### src/rtl/uart_bus_loader.sv
// Byte-stream command decoder that issues single-word reads/writes on the picorv32 native bus.
// Optional 'N' (write to last address + 4) command is enabled by defining LOADER_AUTOINC_EN.
module uart_bus_loader #(
    parameter int unsigned TIMEOUT_CYCLES = 1024,
    parameter logic [7:0]  ACK_BYTE       = 8'h06,
    parameter logic [7:0]  NAK_BYTE       = 8'h15
) (
    input  logic        clk,
    input  logic        reset,
    input  logic        in_valid,
    input  logic [7:0]  in_data,
    output logic        in_ready,
    output logic        out_valid,
    output logic [7:0]  out_data,
    input  logic        out_ready,
    output logic        m_valid,
    output logic [31:0] m_addr,
    output logic [31:0] m_wdata,
    output logic [3:0]  m_wstrb,
    input  logic        m_ready,
    input  logic [31:0] m_rdata,
    output logic        busy
);

    localparam int unsigned TW = (TIMEOUT_CYCLES > 2) ? $clog2(TIMEOUT_CYCLES) : 1;
    localparam logic [TW-1:0] T_LAST = TW'(TIMEOUT_CYCLES - 1);

    localparam logic [7:0] CMD_W = 8'h57;
    localparam logic [7:0] CMD_R = 8'h52;
`ifdef LOADER_AUTOINC_EN
    localparam logic [7:0] CMD_N = 8'h4E;
`endif

    typedef enum logic [2:0] {
        IDLE,
        ADDR,
        DATA,
        BUS,
        REPLY
    } state_t;

    state_t        state;
    state_t        state_n;
    logic          take;
    logic          bus_done;
    logic          bus_timeout;
    logic [1:0]    idx;
    logic          wr;
    logic [31:0]   addr;
    logic [31:0]   addr_n;
    logic [31:0]   wdata;
    logic [31:0]   reply_buf;
    logic [1:0]    reply_last;
    logic [TW-1:0] tcnt;
`ifdef LOADER_AUTOINC_EN
    logic [31:0]   last_addr;
`endif

    assign m_addr   = addr & 32'hFFFF_FFFC;
    assign m_wdata  = wdata;
    assign out_data = reply_buf[7:0];
    assign busy     = (state != IDLE);

    always_comb begin
        state_n     = state;
        in_ready    = !reset && (state == IDLE || state == ADDR || state == DATA);
        take        = in_valid && in_ready;
        bus_done    = m_valid && m_ready;
        bus_timeout = !bus_done && (tcnt == T_LAST);
        addr_n      = addr;
        if (state == ADDR && take)
            addr_n = {in_data, addr[31:8]};

        case (state)
            IDLE: begin
                if (take) begin
                    if (in_data == CMD_W || in_data == CMD_R)
                        state_n = ADDR;
`ifdef LOADER_AUTOINC_EN
                    else if (in_data == CMD_N)
                        state_n = DATA;
`endif
                    else
                        state_n = REPLY;
                end
            end
            ADDR:    if (take && idx == 2'd3) state_n = wr ? DATA : BUS;
            DATA:    if (take && idx == 2'd3) state_n = BUS;
            BUS:     if (bus_done || bus_timeout) state_n = REPLY;
            REPLY:   if (out_valid && out_ready && idx == reply_last) state_n = IDLE;
            default: state_n = IDLE;
        endcase
    end

    always_ff @(posedge clk) begin
        if (reset)
            state <= IDLE;
        else
            state <= state_n;
    end

    always_ff @(posedge clk) begin
        if (reset) begin
            idx        <= '0;
            wr         <= 1'b0;
            addr       <= '0;
            wdata      <= '0;
            reply_buf  <= '0;
            reply_last <= '0;
            tcnt       <= '0;
            m_valid    <= 1'b0;
            m_wstrb    <= 4'h0;
            out_valid  <= 1'b0;
`ifdef LOADER_AUTOINC_EN
            last_addr  <= '0;
`endif
        end else begin
            // The byte index restarts on every state entry so each field starts at byte 0.
            if (state_n != state)
                idx <= '0;
            else if ((take && (state == ADDR || state == DATA)) ||
                     (state == REPLY && out_valid && out_ready))
                idx <= idx + 2'd1;

            addr <= addr_n;

            case (state)
                IDLE: begin
                    if (take) begin
                        wr <= (in_data != CMD_R);
`ifdef LOADER_AUTOINC_EN
                        if (in_data == CMD_N)
                            addr <= last_addr + 32'd4;
`endif
                        if (state_n == REPLY) begin
                            reply_buf  <= {24'h0, NAK_BYTE};
                            reply_last <= 2'd0;
                            out_valid  <= 1'b1;
                        end
                    end
                end
                DATA: begin
                    if (take)
                        wdata <= {in_data, wdata[31:8]};
                end
                BUS: begin
                    if (bus_done) begin
                        m_valid    <= 1'b0;
                        out_valid  <= 1'b1;
                        reply_buf  <= wr ? {24'h0, ACK_BYTE} : m_rdata;
                        reply_last <= wr ? 2'd0 : 2'd3;
                    end else if (bus_timeout) begin
                        m_valid    <= 1'b0;
                        out_valid  <= 1'b1;
                        reply_buf  <= {24'h0, NAK_BYTE};
                        reply_last <= 2'd0;
                    end else begin
                        tcnt <= tcnt + TW'(1);
                    end
                end
                REPLY: begin
                    if (out_valid && out_ready) begin
                        if (idx == reply_last)
                            out_valid <= 1'b0;
                        else
                            reply_buf <= {8'h0, reply_buf[31:8]};
                    end
                end
                default: ;
            endcase

            // Request is launched on BUS entry and held unchanged until completion or timeout.
            if (state_n == BUS && state != BUS) begin
                m_valid <= 1'b1;
                m_wstrb <= wr ? 4'hF : 4'h0;
                tcnt    <= '0;
`ifdef LOADER_AUTOINC_EN
                last_addr <= addr_n & 32'hFFFF_FFFC;
`endif
            end
        end
    end

endmodule

### config.mk
export PLATFORM = sky130hd
export DESIGN_NAME = uart_bus_loader
export DESIGN_NICKNAME = d
export VERILOG_FILES = /design/src/rtl/uart_bus_loader.sv
export SDC_FILE = /design/constraint.sdc
export NUM_CORES = 1
export LEC_CHECK = 0
export ABC_CLOCK_PERIOD_IN_PS = 5800
export BUFFER_PORTS_ARGS = -buffer_cell sky130_fd_sc_hd__buf_2
export CORE_MARGIN = 3
export CORE_UTILIZATION = 57
export CTS_CLUSTER_SIZE = 25
export DETAILED_ROUTE_END_ITERATION = 8
export PLACE_DENSITY = 0.83
export SYNTH_ARGS = -nofsm -noshare
export SYNTH_HDL_FRONTEND = slang
export SYNTH_SLANG_ARGS = --single-unit
### constraint.sdc
create_clock -name clk -period 5.8 [get_ports clk]
set_input_delay 0.58 -clock clk [delete_from_list [all_inputs] [get_ports clk]]
set_output_delay 0.58 -clock clk [all_outputs]
set_load 0.02 [all_outputs]
==> results.cfg <==
[outcome]
run_status = complete, no violations

[timing]
tightest_slew_ps = 1070
finalCritPeriodShare_pct = 47.3
rsz0062_at_grt = false
total_neg_setup_slack_ps = 0
timing_max_transition_violations_final = 0
fmax_mhz = 365
hold-worst-slack_ps = 300
report.final.hold_viol_count = 0
worst_clock_skew_ps = 8.10
slew_headroom_pct = 28.3
finalSetupViolations = 0
finalCriticalPeriod_ps = 2740
finalWorstSetupSlack_ps = 3060

[route]
avgRoutedWirePerCell_um = 15.4
route.detailed.vias_per_inst = 5.75
drc = 0
routed-via-count = 4603
drt_iter0_drc = 266
detail_route.first_pass.iterations = 6
routed_wl_um = 12400
postRouteAntennaNets = 0

[synthesis]
yosys-mux-area-fraction_pct = 0.206
netlist_area_um2 = 4850
synth-warning-count = 0
post_synth_fa_ha_maj_area_fraction_pct = 0.516
yosys_register_bits = 114
synth_edf_count = 0
postSynthCellCount = 593
synth_flop_cell = dfxtp_1
synth.yosys.seq_area_share_pct = 47.1
share_of_synthesized_cell_area_in_and_or_nand_and_nor_gates_pct = 20.4
synth_compound_area_share_pct = 23.5
synth-xor-area-share_pct = 1.81
synth_area_per_cell_um2 = 8.18
synthDistinctLibCells = 54
async_flop_share_pct = 0
synth_top_family_by_area = compound AO/OA/AOI/OAI gates

[placement]
dpl.cell_count = 770
port_buffers = 122
gpl.final_weighted_congestion = 0.823
pre_cts_slack_ps = 2750
hpwlAfterDp_um = 7990

[power_and_ir_drop]
cellLeakagePower_nw = 2.30
p_per_area_nw_per_um2 = 326
vdd_drop_max_mv = 0.196
post-layout-total-power_w = 0.00194

[global_routing]
track_usage_pct = 25.2
grt_max_degree = 84
grt_remaining_overflow = 0
grt_pass1_vias = 4214
grt_pass1_wl_um = 19900
antenna_found_initial = 0

[critical_path]
crit_path_start_kind = flip-flop
timing_worst_setup_path_type = reg2reg
worst_ep_required_time_ps = 6210
cp-end-kind = flip-flop
cp.arrival_ps = 3150
timing.critical_path.fanout_max = 21

[die]
core_area_um2 = 8260
die_h_um = 98.2
dieWidth_um = 98.2
die_area_um2 = 9650
num_rows = 33
io_pins = 125
start_util_pct = 58.7

[cells_and_area]
final_cell_count_no_fill = 801
finish.net_count = 731
antenna-diode-count = 0
areaGrowthSynthToFinish_pct = 22.8
drive_above_1_share_pct = 25.9

[clock_network]
cts_tree = built
clock_sink_count = 114
clock_latency_on_the_worst_skew_pair_ps = 510
number_of_setup_buffers_added_after_cts = 0
cts-buffers-inserted = 17
cts.path.max_buffers = 2
post_cts_resize_count = 0
hold_buffers = 0
clockRootBuffer = clkbuf_8
clkTransAtPathRegs_ps = 60
cts_max_level = 4

[flow_run]
maxCapViolations = 0

[worst_hold_path]
min_path_type = in2reg
-- cell usage after synthesis, types with 5 or more instances --
master / n / area, um^2
a211oi_1: 23 / 173
a21oi_1: 100 / 500
a22oi_1: 22 / 165
buf_2: 8 / 40.0
buf_4: 15 / 113
clkbuf_1: 34 / 128
dfxtp_1: 114 / 2280
nand2_1: 140 / 526
nand2b_1: 8 / 50.1
nand3_1: 11 / 55.1
nor2_1: 9 / 33.8
nor2_2: 8 / 50.1
nor3_1: 10 / 50.1
o21ai_0: 15 / 75.1
o2bb2ai_1: 5 / 43.8
or3_1: 5 / 31.3
xnor2_1: 8 / 70.1
-- state kept, by name, summed over array words and instances (netlist names) --
name,flops
m_wdata,32
reply_buf,32
addr,30
tcnt,10
state,3
idx,2
m_valid,1
m_wstrb,1
out_valid,1
reply_last,1
wr,1
-- layout make-up --
class / instances / area [um^2]
clock buffers: 21 / 449
well taps: 105 / 131
fillers: 681 / 2300
inverters: 5 / 18.8
repair buffers: 129 / 666
multi-input cells: 417 / 2270
clock inverters: 10 / 134
flip-flops and latches: 114 / 2280
-- layout by cell type (no fill, tap or decap), types with 3 or more instances in the layout --
cell       synthesis  routed
nor2b_1            3       3
a22oi_1           22      22
nand2_1          140     140
a21oi_2            3       3
dfxtp_1          114     114
clkbuf_8           0       3
xnor2_1            8       8
bufinv_16          0       3
clkbuf_16          0      16
nor2_1             9       9
inv_1              4       4
a21oi_1          100     100
o21ai_0           15      15
clkinv_2           0       4
a211oi_1          23      23
nand2b_1           8       8
nor2_2             8       8
or4_1              4       4
nor3_1            10       7
buf_4             15       8
a311oi_1           3       3
o2bb2ai_1          5       5
nor4_1             4       4
buf_2              8     121
nor3_2             0       3
or3_1              5       5
nand3_1           11      11
-- metal layers --
| layer | track usage, % | up-vias | share of wire [%] |
|---|---|---|---|
| met4 | 10.6 | 0 | 2.1 |
| li1 | - | 2243 | - |
| met3 | 6.79 | 26 | 6.9 |
| met2 | 41.6 | 196 | 50 |
| met1 | 31.0 | 2138 | 41 |
| met5 | 0 | - | 0 |
-- where the power goes --
group	switching [W]	internal (W)
clock	0.000350	0.000671
combinational	0.0000741	0.0000399
sequential	0.0000110	0.000798
-- logic make-up after synthesis --
logic type,Yosys count
other,1
buffers and inverters,63
muxes,1
AOI/OAI and AO/OA,186
and+or+nand+nor,216
DFF,114
adders and majority gates,2
xor gates and xnor gates,10
-- worst paths after layout --
kind | startpoint | endpoint | slack [ps] | cells after the start
worst max register to register | state[0] | reply_buf[15] | 3060 | 6
worst max-delay path | state[0] | reply_buf[15] | 3060 | 6
worst min register to register | addr[6] | addr[6] | 450 | 2
worst min-delay path | m_rdata[30] | reply_buf[30] | 300 | 3
-- worst max-delay path: stages, from the launching register on --
cell and delay [ps]:
dfxtp_1 680, and3b_1 380, nand2_2 190, o22ai_1 670, nor2_1 200, buf_4 270, a211oi_1 250
-- stage by stage --
stage | util (%) | cell area, um^2
floorplan | - | 4850
global placement | 65.1 | 5370
detailed placement | 65.1 | 5370
CTS | 72.1 | 5960
global route | 72.1 | 5960
finish | 72.1 | 5960
Note: power is estimated with default switching activity, not from simulation.
